File: src/rtl/johnson_code_monitor.sv
// Receive-side decoder/checker for Johnson (or one-hot ring) counter codes with lock tracking.
// Optional macro JOHNSON_MON_HOLD_EN: a repeated legal position is accepted as a hold instead of a step error.
module johnson_code_monitor #(
  parameter int N        = 4,
  parameter int RING     = 0,
  parameter int LOCK_CNT = 3,
  parameter int ERR_W    = 8,
  localparam int IW      = $clog2(2 * N)
) (
  input  logic             clk,
  input  logic             rst_n,
  input  logic             en,
  input  logic [N-1:0]     code_in,
  input  logic             clr_err,
  output logic [IW-1:0]    idx,
  output logic             idx_valid,
  output logic             locked,
  output logic             illegal,
  output logic             seq_err,
  output logic [ERR_W-1:0] err_cnt,
  output logic [1:0]       state_dbg
);

  localparam int M = (RING != 0) ? N : 2 * N;
  localparam logic [ERR_W-1:0] ERR_MAX = {ERR_W{1'b1}};

  typedef enum logic [1:0] {
    UNLOCKED = 2'd0,
    ACQUIRE  = 2'd1,
    LOCKED   = 2'd2
  } state_t;

  state_t        state;
  logic [IW-1:0] prev;
  logic [3:0]    good_cnt;

  int            ones;
  logic [N:0]    run_mask;
  logic          legal;
  logic [IW-1:0] dec;
  logic [IW-1:0] succ_idx;
  logic          is_succ;
  logic          is_hold;
  logic          err_ev;

  assign state_dbg = state;

  // Legal Johnson words are a run of ones anchored at the LSB (MSB=0) or at the MSB (MSB=1).
  always_comb begin
    ones     = 0;
    run_mask = '0;
    legal    = 1'b0;
    dec      = '0;
    for (int i = 0; i < N; i++) begin
      if (code_in[i]) ones++;
    end
    if (RING != 0) begin
      legal = (ones == 1);
      for (int i = 0; i < N; i++) begin
        if (code_in[i]) dec = IW'(i);
      end
    end else if (code_in[N-1]) begin
      run_mask = ((N+1)'(1) << (N - ones)) - (N+1)'(1);
      legal    = (code_in == ~run_mask[N-1:0]);
      dec      = IW'(2 * N - ones);
    end else begin
      run_mask = ((N+1)'(1) << ones) - (N+1)'(1);
      legal    = (code_in == run_mask[N-1:0]);
      dec      = IW'(ones);
    end
  end

  always_comb begin
    succ_idx = (prev == IW'(M - 1)) ? '0 : prev + IW'(1);
    is_succ  = (dec == succ_idx);
`ifdef JOHNSON_MON_HOLD_EN
    is_hold  = (dec == prev);
`else
    is_hold  = 1'b0;
`endif
    err_ev   = en && (!legal || (state == LOCKED && !is_succ && !is_hold));
  end

  always_ff @(posedge clk or negedge rst_n) begin
    if (!rst_n) begin
      state     <= UNLOCKED;
      prev      <= '0;
      good_cnt  <= '0;
      idx       <= '0;
      idx_valid <= 1'b0;
      locked    <= 1'b0;
      illegal   <= 1'b0;
      seq_err   <= 1'b0;
      err_cnt   <= '0;
    end else begin
      idx_valid <= 1'b0;
      illegal   <= 1'b0;
      seq_err   <= 1'b0;
      if (clr_err) begin
        err_cnt <= '0;
      end else if (err_ev && err_cnt != ERR_MAX) begin
        err_cnt <= err_cnt + ERR_W'(1);
      end
      if (en) begin
        if (!legal) begin
          illegal  <= 1'b1;
          state    <= UNLOCKED;
          locked   <= 1'b0;
          good_cnt <= '0;
        end else begin
          idx       <= dec;
          idx_valid <= 1'b1;
          prev      <= dec;
          unique case (state)
            UNLOCKED: begin
              state    <= ACQUIRE;
              good_cnt <= '0;
            end
            ACQUIRE: begin
              if (!is_hold) begin
                if (is_succ) begin
                  if (good_cnt == 4'(LOCK_CNT - 1)) begin
                    state    <= LOCKED;
                    locked   <= 1'b1;
                    good_cnt <= '0;
                  end else begin
                    good_cnt <= good_cnt + 4'd1;
                  end
                end else begin
                  good_cnt <= '0;
                end
              end
            end
            LOCKED: begin
              if (!is_hold && !is_succ) begin
                seq_err  <= 1'b1;
                state    <= ACQUIRE;
                locked   <= 1'b0;
                good_cnt <= '0;
              end
            end
            default: begin
              state  <= UNLOCKED;
              locked <= 1'b0;
            end
          endcase
        end
      end
    end
  end

endmodule
File: config.mk
export PLATFORM = sky130hd
export DESIGN_NAME = johnson_code_monitor
export DESIGN_NICKNAME = d
export VERILOG_FILES = /design/src/rtl/johnson_code_monitor.sv
export SDC_FILE = /design/constraint.sdc
export NUM_CORES = 1
export LEC_CHECK = 0
export CORE_MARGIN = 8
export CORE_UTILIZATION = 50
export DETAILED_ROUTE_END_ITERATION = 10
export PLACE_DENSITY_LB_ADDON = 0.25
export SLEW_MARGIN = 5
export SYNTH_ARGS = -nofsm -noshare
export SYNTH_HDL_FRONTEND = slang
export SYNTH_SLANG_ARGS = --single-unit
File: constraint.sdc
create_clock -name clk -period 2.4 [get_ports clk]
set_input_delay 0.6 -clock clk [delete_from_list [all_inputs] [get_ports clk]]
set_output_delay 0.6 -clock clk [all_outputs]
set_load 0.01 [all_outputs]
# Word level (Yosys, flattened, before mapping)
# Index checks and enable logic that the tools add are counted.
[word_totals] latchBits=0 mem_count=0 wordCells=78 mem_bits_ro=0 regBits=21 ramBits=0
[op_classes] n_reduce_logical=12 n_bitwise=1 shifts=2 n_eq_ne=13 muxes=32 div=0 n_lt_le_gt_ge=0 multipliers=0 n_addsub=10
[ops] operator="32-bit by 2-bit adder with 32-bit output (second input constant)" count=3
[ops] operator="32-bit 2-to-1 mux" count=3
[ops] operator="1-bit by 32-bit << shifter with 4-bit output (first input constant)" count=2
[ops] operator="4-bit by 32-bit subtractor with 32-bit output (first input constant)" count=1
[ops] operator="4-bit 2-to-1 mux" count=4
[ops] operator="8-bit 2-to-1 mux" count=2
[ops] operator="1-bit 2-to-1 mux" count=14
[ops] operator="4-bit one-hot mux with 3 select lines" count=1
[ops] operator="3-bit inequality test (second input constant)" count=3
[ops] operator="8-bit by 1-bit adder with 8-bit output (second input constant)" count=1
[ops] operator="4-bit equality test" count=2
[ops] operator="2-bit 2-to-1 mux" count=4
[ops] operator="8-bit inequality test (second input constant)" count=1
[ops] operator="4-bit by 2-bit subtractor with 4-bit output (second input constant)" count=2
[ops] operator="3-bit 2-to-1 mux" count=2
[ops] operator="2-bit one-hot mux with 3 select lines" count=1
[ops] operator="5-bit AND reduction" count=1
[ops] operator="4-bit by 1-bit adder with 4-bit output (second input constant)" count=1
[ops] operator="4-bit by 2-bit equality test with 1-bit output (second input constant)" count=1
[ops] operator="4-bit by 1-bit inequality test with 1-bit output (second input constant)" count=1
[ops] operator="4-bit inverter" count=1
[ops] operator="4-bit AND reduction" count=1
[ops] operator="3-bit by 1-bit adder with 3-bit output (second input constant)" count=1
[ops] operator="3-bit equality test" count=1
[ops] operator="other kinds (13)" count=16

# Logic depth before layout (Yosys ltp)
# Gate-level depths: netlist of run 1.
[depth] ltp_word=19 depth_mapped=21 depth_no_buf=20

# Least setup slack after synthesis of run 1
# OpenSTA, ideal clock, no wires.
[synth_path] kind="input -> register" startpoint="input port code_in[0]" endpoint="register prev[0]" arrival_time_ns=4.609 path_slack_ns=-2.337 setup_time_ns=0.128 stages=21 path_cell_list="inv_1 -> ha_1 -> xor2_1 -> xnor2_1 -> inv_1 -> ha_1 -> inv_1 -> and4_1 -> a31oi_1 -> nor3_1 -> nand2_1 -> ha_1 -> xor2_1 -> or3_1 -> a2bb2oi_1 -> o22a_1 -> a41o_1 -> a21oi_4 -> and2_1 -> buf_4 -> mux2_1"
[synth_via] elab_chain_cells=14 elab_cells_between_ends=19 cone_classes="7 x add/sub; 2 x eq/ne; 2 x shift; 6 x mux; 1 x bitwise; 1 x reduce/logical"
[synth_lines] item="start: declaration" line="13" source="input logic [N-1:0] code_in,"
[synth_lines] item="1-bit 2-to-1 mux" line="55" source="if (code_in[i]) ones++;"
[synth_lines] item="32-bit by 2-bit adder with 32-bit output" line="55"
[synth_lines] item="32-bit 2-to-1 mux" line="55"
[synth_lines] item="32-bit by 2-bit adder with 32-bit output" line="55"
[synth_lines] item="32-bit 2-to-1 mux" line="55"
[synth_lines] item="32-bit by 2-bit adder with 32-bit output" line="55"
[synth_lines] item="32-bit 2-to-1 mux" line="55"
[synth_lines] item="4-bit by 32-bit subtractor with 32-bit output" line="63" source="run_mask = ((N+1)'(1) << (N - ones)) - (N+1)'(1);"
[synth_lines] item="1-bit by 32-bit << shifter with 4-bit output" line="63"
[synth_lines] item="4-bit by 2-bit subtractor with 4-bit output" line="63"
[synth_lines] item="4-bit inverter" line="64" source="legal = (code_in == ~run_mask[N-1:0]);"
[synth_lines] item="4-bit equality test" line="64"
[synth_lines] item="1-bit 2-to-1 mux" line="62" source="end else if (code_in[N-1]) begin"
[synth_lines] item="2-bit AND reduction (no source line)"
[synth_lines] item="end signal: assignment" line="87" source="prev <= '0;"
[synth_lines] item="end signal: assignment" line="113" source="prev <= dec;"
[synth_lines] item="end: declaration" line="34" source="logic [IW-1:0] prev;"
# Several ways; a longest one is shown, not always the timed one.
# A chain may end at the register's enable or synchronous reset.

# Final worst setup path of run 1
# Same ends and word-level chain as after synthesis.

==> results of run 1 <==
[flip-flops by register name, summed over array words and instances, names as in the netlist]
name	cells
err_cnt	8
good_cnt	4
idx_valid	1
illegal	1
locked	1
prev	3
seq_err	1
state_dbg	2
[routing by layer]
metal / wire length, µm / vias to the layer above
met4: 180 / 0
li1: - / 951
met3: 286 / 18
met2: 3104 / 77
met1: 2498 / 996
met5: 0 / -
[layout by cell type, fill, tap and decap left out, types with 2 or more instances in the layout]
cell type	Yosys	layout
and3_1	3	3
clkdlybuf4s50_1	0	20
a21oi_2	3	4
inv_1	16	11
clkbuf_8	0	3
nor2_1	17	17
xnor2_2	0	2
inv_2	0	4
nand2_1	12	11
mux2i_1	5	4
ha_1	11	6
nor3_2	0	2
a21oi_1	9	8
and2_1	3	2
xor2_1	5	4
nor2b_1	11	9
a31oi_4	0	3
mux2_2	3	3
mux2_4	2	5
o21ai_1	0	3
dfrtp_1	21	21
o22ai_1	4	3
buf_6	3	5
nand3_1	14	14
nand4_1	3	3
ha_2	0	3
xnor2_1	4	2
buf_4	2	65
nor4_1	2	2
clkbuf_2	0	2
nand2b_1	8	7
o21ai_0	7	4
buf_12	0	3
a211oi_1	2	2
a21boi_0	2	2
or3_4	0	2
ha_4	0	2
[cell type report]
type	count	area (µm²)
clock inverter	1	5.005
inverter	16	63.81
sequential	21	525.5
clock buffer	3	41.29
multi-input combinational	169	1433
tap	48	60.06
timing repair buffer	96	829.5
fill	219	675.6
[logic make-up (layout without fill, tap and decap cells)]
group / count (synthesis) / after routing
AO/OA/AOI/OAI: 46 / 46
XOR/XNOR: 9 / 9
adder cells (fa/ha/maj): 11 / 11
buffers and inverters: 24 / 116
flip-flops: 21 / 21
multiplexers: 14 / 14
other: 1 / 1
AND/OR/NAND/NOR: 88 / 88
[how the worst min path moves through the flow]
stage,end,depth (start not counted)
after floorplan,err_cnt[0],0
after global placement,locked,2
after detailed placement,locked,2
after global routing,locked,2
final,locked,2
after CTS,locked,2
[metrics by stage]
stage / setup TNS [ps] / instances
finish: -38870 / 354
global route: -42060 / 354
CTS: -36060 / 349
detailed placement: -54320 / 329
global placement: -50320 / 329
floorplan: -39170 / 214
[worst max-delay path: stages]
cell	delay, ps
buf_8	80
clkinvlp_4	110
ha_4	320
xor2_4	190
xnor2_2	160
inv_1	100
ha_2	200
inv_2	90
and4_4	230
a31oi_4	50
nor3_4	140
nand2_1	80
ha_1	300
xor2_1	170
or3_4	390
a2bb2oi_2	150
o22a_1	170
a41o_1	230
a21oi_4	200
and2_4	220
mux2_4	300
[report_power, final]
group | switching (mW) | total (mW) | leakage [nW] | internal, mW
Clock | 0.117 | 0.233 | 0.0255 | 0.115
Combinational | 0.415 | 0.934 | 1.00 | 0.519
Sequential | 0.0252 | 0.413 | 0.282 | 0.388
Total | 0.557 | 1.58 | 1.31 | 1.02
[timing repair]
item / in CTS / in global routing
pin swaps: 19 / 17
resized for setup: 33 / 13
setup buffers: 16 / 6
setup endpoints to repair: 21 / 21
==> metrics.csv, run 1 <==
stage;metric;value;unit
grt;Global Route Usage Sum;18.17;%
sta;Fmax achieved;230.9;MHz
clock_network;Max H-tree Level;1;
sta;Rel. slew slack;62.47;%
critical_path;end point of the critical path;prev[0];
die;die span in x;77.23;µm
drt;drt first pass iters;4;
clock_network;CTS hold repair buffers;0;
die;Die Footprint;0.005964;mm²
synth;compound-cell area share of the yosys netlist;18.96;%
clock_network;CTS tree;built;
cells_and_area;Synth-to-Final Area Change;57.81;%
synth;sequential fraction of the synthesis area;28.04;%
critical_path;Worst Setup SP;code_in[0];
place;Placer Congestion;0.8702;
sta;RSZ-0062 raised after global routing;yes;
sta;Final Hold Fails;0;
place;DP HPWL;3817;µm
clock_network;CTS root buf;clkbuf_8;
cells_and_area;Final Util;81.41;%
synth;Seq cells post-synth;21;
clock_network;Clock transition at path regs;80;ps
drt;total vias in the final route;2042;
place;port bufs;24;
synth;Post-Syn Area;0.001874;mm²
grt;pin count of the biggest net entering global routing;22;
synth;multiplexer area fraction after synthesis;8.478;%
sta;WHS;558.0;ps
status;failing checks;negative setup slack;
clock_network;total clock sinks;21;
drt;initial DRC count;196;
sta;post-route setup slack;-1930;ps
status;status;complete, but fails checks;
synth;combinational family with the most area after synthesis;simple AND/OR/NAND/NOR gates;
critical_path;Crit path required time;2540;ps
synth;count leader, synth;dfrtp_1;
critical_path;worst r2r dst;err_cnt[7];
grt;grt met1 use;22.97;%
critical_path;Setup CP Type;input port to flop;
critical_path;crit path max fanout;4;
grt;initial antenna violation count;0;
clock_network;latest clock arrival within the worst-skew pair;260;ps
synth;largest cells by area after synthesis;dfrtp_1 (28%), ha_1 (7.3%), nand3_1 (3.7%), nor2b_1 (3.7%), nor2_1 (3.4%);
synth;asr flop ratio synth;100.0;%
grt;met2 Use GR;31.00;%
job;MaxCap Viol Count;0;
synth;Synth Area in XOR/XNOR;4.206;%
synth;Net Count, Synth;233;
sta;minimum clock period;4330;ps
die;Starting Density;51.58;%
grt;vias in the first global route;1995;
drt;# DRC;0;
grt;gr busiest metal;met2;
clock_network;clock buffer depth;2;
power;maximum vdd ir drop;0.0004096;V
synth;Synth Area in Simple Gates;26.37;%
die;CORE AREA;0.003633;mm²
drt;DRT Wirelength;6070;µm
synth;Synth top cells by count;dfrtp_1 (21), nor2_1 (17), inv_1 (16), nand3_1 (14), nand2_1 (12);
die;FP Rows;22;
critical_path;r2r setup slk;-270;ps
cells_and_area;Final #Nets;326;
synth;syn_area_per_cell;8.758;µm²
cells_and_area;n_diodes;0;
critical_path;reg2reg start;prev[0];
drt;vias per std cell;5.768;
grt;met3 Track Usage GR;2.448;%
sta;final setup violation count;21;
synth;Mapped Cells;214;
sta;Slew Viols, Final;0;
min_path;Hold Crit Class;flop to flop;
power;cell area power density;534.0;mW/mm²
synth;Post-synth EDFFs;0;
synth;Post-Synth Adder-Cell Area;7.343;%
critical_path;CP startpoint kind;input port;
power;leakage;1.308;nW
drt;Wirelength per Cell;17.15;µm
place;dpl cell area;0.002609;mm²
critical_path;arrival time at the worst endpoint;4470;ps
grt;grt ovf;0;
place;DP Worst Slack;-2690;ps
critical_path;R2R depth;9;
die;Ports;25;
synth;synth unique cells;56;
power;total power;1.579;mW
cells_and_area;fin area;0.002958;mm²
synth;Ys Warns;0;
drt;Routed Antenna Nets;0;
synth;Synth Flop Type;dfrtp_1;
sta;Final period util;180.4;%
sta;measured slew at the worst slew-check pin;561.2;ps
cells_and_area;layout cell share with drive strength beyond 1;42.16;%
min_path;hold_sp;locked;
grt;first-pass GRT wire length;9232;µm
synth;Synth top area share;28.04;%
critical_path;Crit. End Element;flop;
die;die height;77.23;µm
sta;clk_skew;6.321;ps
clock_network;TritonCTS Buffers;3;
synth;cell accounting for the most synthesized area;dfrtp_1;
Power figures use the tool's default switching activity.
==> run 2: changes to the inputs <==
--- a/config.mk
+++ b/config.mk
@@ -6,7 +6,7 @@
 export NUM_CORES = 1
 export LEC_CHECK = 0
 export CORE_MARGIN = 8
-export CORE_UTILIZATION = 50
+export CORE_UTILIZATION = 59
 export DETAILED_ROUTE_END_ITERATION = 10
 export PLACE_DENSITY_LB_ADDON = 0.25
 export SLEW_MARGIN = 5
==> constraint.sdc (replaced) <==
create_clock -name clk -period 5.4 [get_ports clk]
set_input_delay 1.35 -clock clk [delete_from_list [all_inputs] [get_ports clk]]
set_output_delay 1.35 -clock clk [all_outputs]
set_load 0.01 [all_outputs]
==> run 2 against run 1 <==
Effect of this change:
- the flow now finishes without violations
- final area shrank 16%
- largest power group unchanged
- combinational power fell by 69%
- worst hold slack got worse by 14 ps
- final cell count is 10% lower
- clock power down 67%
- clock skew about the same
- critical path depth increased by 2
- global-route usage is 0.086 points higher
- highest routed layer unchanged
==> metrics.csv, run 2 (synthesis results as in run 1) <==
stage;metric;value;unit;change
cells_and_area;n_diodes;0;;unchanged
cells_and_area;largest registers;err_cnt (8), good_cnt (4), prev (3);;unchanged
grt;Global Route Usage Sum;18.25;%;was 18.17%
sta;final setup violation count;0;;was 21
critical_path;largest delay contributor family on the critical path;compound AO/OA/AOI/OAI gates;;was simple AND/OR/NAND/NOR gates
place;Placer Congestion;0.9492;;was 0.8702
critical_path;Crit. End Element;flop;;unchanged
power;leakage;1.106;nW;was 1.308 nW
critical_path;Crit path required time;5610;ps;was 2540 ps
clock_network;clock buffer depth;2;;unchanged
clock_network;latest clock arrival within the worst-skew pair;310;ps;was 260 ps
cells_and_area;Largest Register;err_cnt;;unchanged
critical_path;critical path's slowest cell;or3_1;;was or3_4
sta;Final Hold Fails;0;;unchanged
place;port bufs;24;;unchanged
die;Ports;25;;unchanged
die;die height;72.36;µm;was 77.23 µm
clock_network;Clock transition at path regs;120;ps;was 80 ps
sta;Fmax achieved;192.8;MHz;
sta;Slew Viols, Final;0;;unchanged
clock_network;CTS tree;built;;unchanged
critical_path;CP bufs+invs;5;;was 4
drt;Routed Antenna Nets;0;;unchanged
min_path;hold path cells;1;;was 2
sta;setup_tns;0;ps;was -38870 ps
critical_path;Setup CP Type;input port to flop;;unchanged
critical_path;worst r2r dst;err_cnt[6];;was err_cnt[7]
clock_network;CTS root buf;clkbuf_4;;was clkbuf_8
critical_path;CP startpoint kind;input port;;unchanged
drt;drt first pass iters;7;;was 4
clock_network;post-CTS setup buffer count;0;;was 16
cells_and_area;Synth-to-Final Area Change;31.91;%;was 57.81%
place;DP HPWL;3663;µm;was 3817 µm
drt;vias per std cell;5.618;;was 5.768
die;Die Footprint;0.005236;mm²;was 0.005964 mm²
sta;clk_skew;5.841;ps;was 6.321 ps
critical_path;R2R depth;8;;was 9
job;MaxCap Viol Count;0;;unchanged
critical_path;worst-path cell chain;dlygate4sd2_1 -> inv_1 -> buf_4 -> ha_1 -> mux2i_1 -> xnor2_1 -> a21o_1 -> ha_1 -> inv_1 -> a31oi_2 -> a31oi_1 -> nor3_2 -> nand2_1 -> ha_1 -> xor2_1 -> or3_1 -> a2bb2oi_1 -> o22a_1 -> a41o_1 -> a21oi_4 -> buf_12 -> a211oi_1 -> mux2_1;;was buf_8 -> clkinvlp_4 -> ha_4 -> xor2_4 -> xnor2_2 -> inv_1 -> ha_2 -> inv_2 -> and4_4 -> a31oi_4 -> nor3_4 -> nand2_1 -> ha_1 -> xor2_1 -> or3_4 -> a2bb2oi_2 -> o22a_1 -> a41o_1 -> a21oi_4 -> and2_4 -> mux2_4
clock_network;CTS hold repair buffers;0;;unchanged
sta;measured slew at the worst slew-check pin;953.1;ps;was 561.2 ps
clock_network;Max H-tree Level;1;;unchanged
critical_path;reg2reg start;prev[0];;unchanged
cells_and_area;layout cell share with drive strength beyond 1;23.44;%;was 42.16%
die;Starting Density;61.90;%;was 51.58%
critical_path;slowest stage delay, CP;340;ps;was 390 ps
sta;Rel. slew slack;36.26;%;was 62.47%
critical_path;Top cell by count, worst path;ha_1;;
critical_path;arrival time at the worst endpoint;5390;ps;was 4470 ps
cells_and_area;Final #Nets;293;;was 326
drt;DRT Wirelength;4694;µm;was 6070 µm
cells_and_area;max reg flops;8;;unchanged
sta;Final period util;96.07;%;
clock_network;TritonCTS Buffers;3;;unchanged
clock_network;total clock sinks;21;;unchanged
power;total power;0.5549;mW;was 1.579 mW
grt;pin count of the biggest net entering global routing;22;;unchanged
cells_and_area;commonest non-fill, non-tap cells in the layout;buf_4 (38), dfrtp_1 (21), clkdlybuf4s50_1 (21);;was buf_4 (65), dfrtp_1 (21), clkdlybuf4s50_1 (20)
power;cell area power density;224.4;mW/mm²;was 534.0 mW/mm²
drt;Wirelength per Cell;14.81;µm;was 17.15 µm
drt;total vias in the final route;1781;;was 2042
min_path;hold_sp;prev[1];;was locked
drt;# DRC;0;;unchanged
grt;initial antenna violation count;0;;unchanged
sta;minimum clock period;5188;ps;
status;status;completed;;was complete, but fails checks
cells_and_area;most common library cell in the layout ignoring fill and taps;buf_4;;unchanged
critical_path;crit path max fanout;9;;was 4
die;die span in x;72.36;µm;was 77.23 µm
power;maximum vdd ir drop;0.0001977;V;was 0.0004096 V
grt;grt ovf;0;;unchanged
grt;first-pass GRT wire length;7824;µm;was 9232 µm
die;CORE AREA;0.003028;mm²;was 0.003633 mm²
grt;vias in the first global route;1742;;was 1995
min_path;WHS Endpoint;prev[1];;was locked
drt;initial DRC count;88;;was 196
critical_path;WP depth;23;;was 21
die;FP Rows;20;;was 22
min_path;Hold Crit Class;flop to flop;;unchanged
critical_path;r2r setup slk;2680;ps;was -270 ps
[run 2: cell types whose count changed in the layout (fill, tap and decap cells not counted), sizes merged]
cell / before / now
clkdlybuf4s50: 20 / 21
clkinv: 1 / 0
clkinvlp: 1 / 0
buf: 74 / 39
dlymetal6s2s: 0 / 1
inv: 15 / 16
dlygate4sd2: 0 / 1
[run 2: worst max path at each step]
stage | start | end
after floorplan | code_in[0] | prev[0]
after global placement | code_in[1] | prev[1]
after detailed placement | code_in[0] | prev[1]
after CTS | code_in[2] | err_cnt[6]
after global routing | code_in[1] | err_cnt[4]
final | code_in[1] | err_cnt[4]
[run 2: worst reg2reg max path, stage by stage, from the launching register on]
cell	delay [ps]
dfrtp_1	430
ha_1	210
ha_1	200
nand2b_1	140
o211a_1	240
o21a_4	230
or3_1	480
a221oi_2	350
mux2_1	350
[run 2: power breakdown]
part	internal, mW	leakage [nW]	switching (mW)
logic	0.153	0.809	0.139
clock network	0.0288	0.0150	0.0480
registers	0.172	0.282	0.0136
total	0.354	1.11	0.201
[run 2: metal layers]
layer  vias to the layer above  global-route usage [%]  part of all wire, %
met3                         6                   2.066                  3.0
met1                       844                   20.34                   43
met4                         0                   5.669                 0.94
met2                        42                   34.70                   54
li1                        889                       -                    -
met5                         -                       0                    0
[run 2: cell type report]
type / instances / area, µm²
clock buffer: 4 / 26.28
fill: 199 / 555.5
inverter: 16 / 60.06
multi-input combinational: 169 / 1264
sequential: 21 / 525.5
tap: 44 / 55.05
timing repair buffer: 63 / 541.8
[run 2: per-stage QoR]
stage / cell area [µm²] / cells / hold WS, ps / worst slack [ps] / utilization (%)
floorplan: 1889 / 214 / 552.1 / 15.55 / -
global placement: 2430 / 313 / 509.6 / -295.5 / 80.25
detailed placement: 2430 / 313 / 532.8 / -431.6 / 80.25
CTS: 2469 / 317 / 558.0 / 148.8 / 81.53
global route: 2472 / 317 / 572.9 / -15.12 / 81.65
finish: 2472 / 317 / 543.8 / 212.1 / 81.65
[run 2: what timing repair did]
action,CTS,global route
endpoints found under the setup margin,17,10
pin swaps,1,1
resized for setup,4,4
cloned,0,0
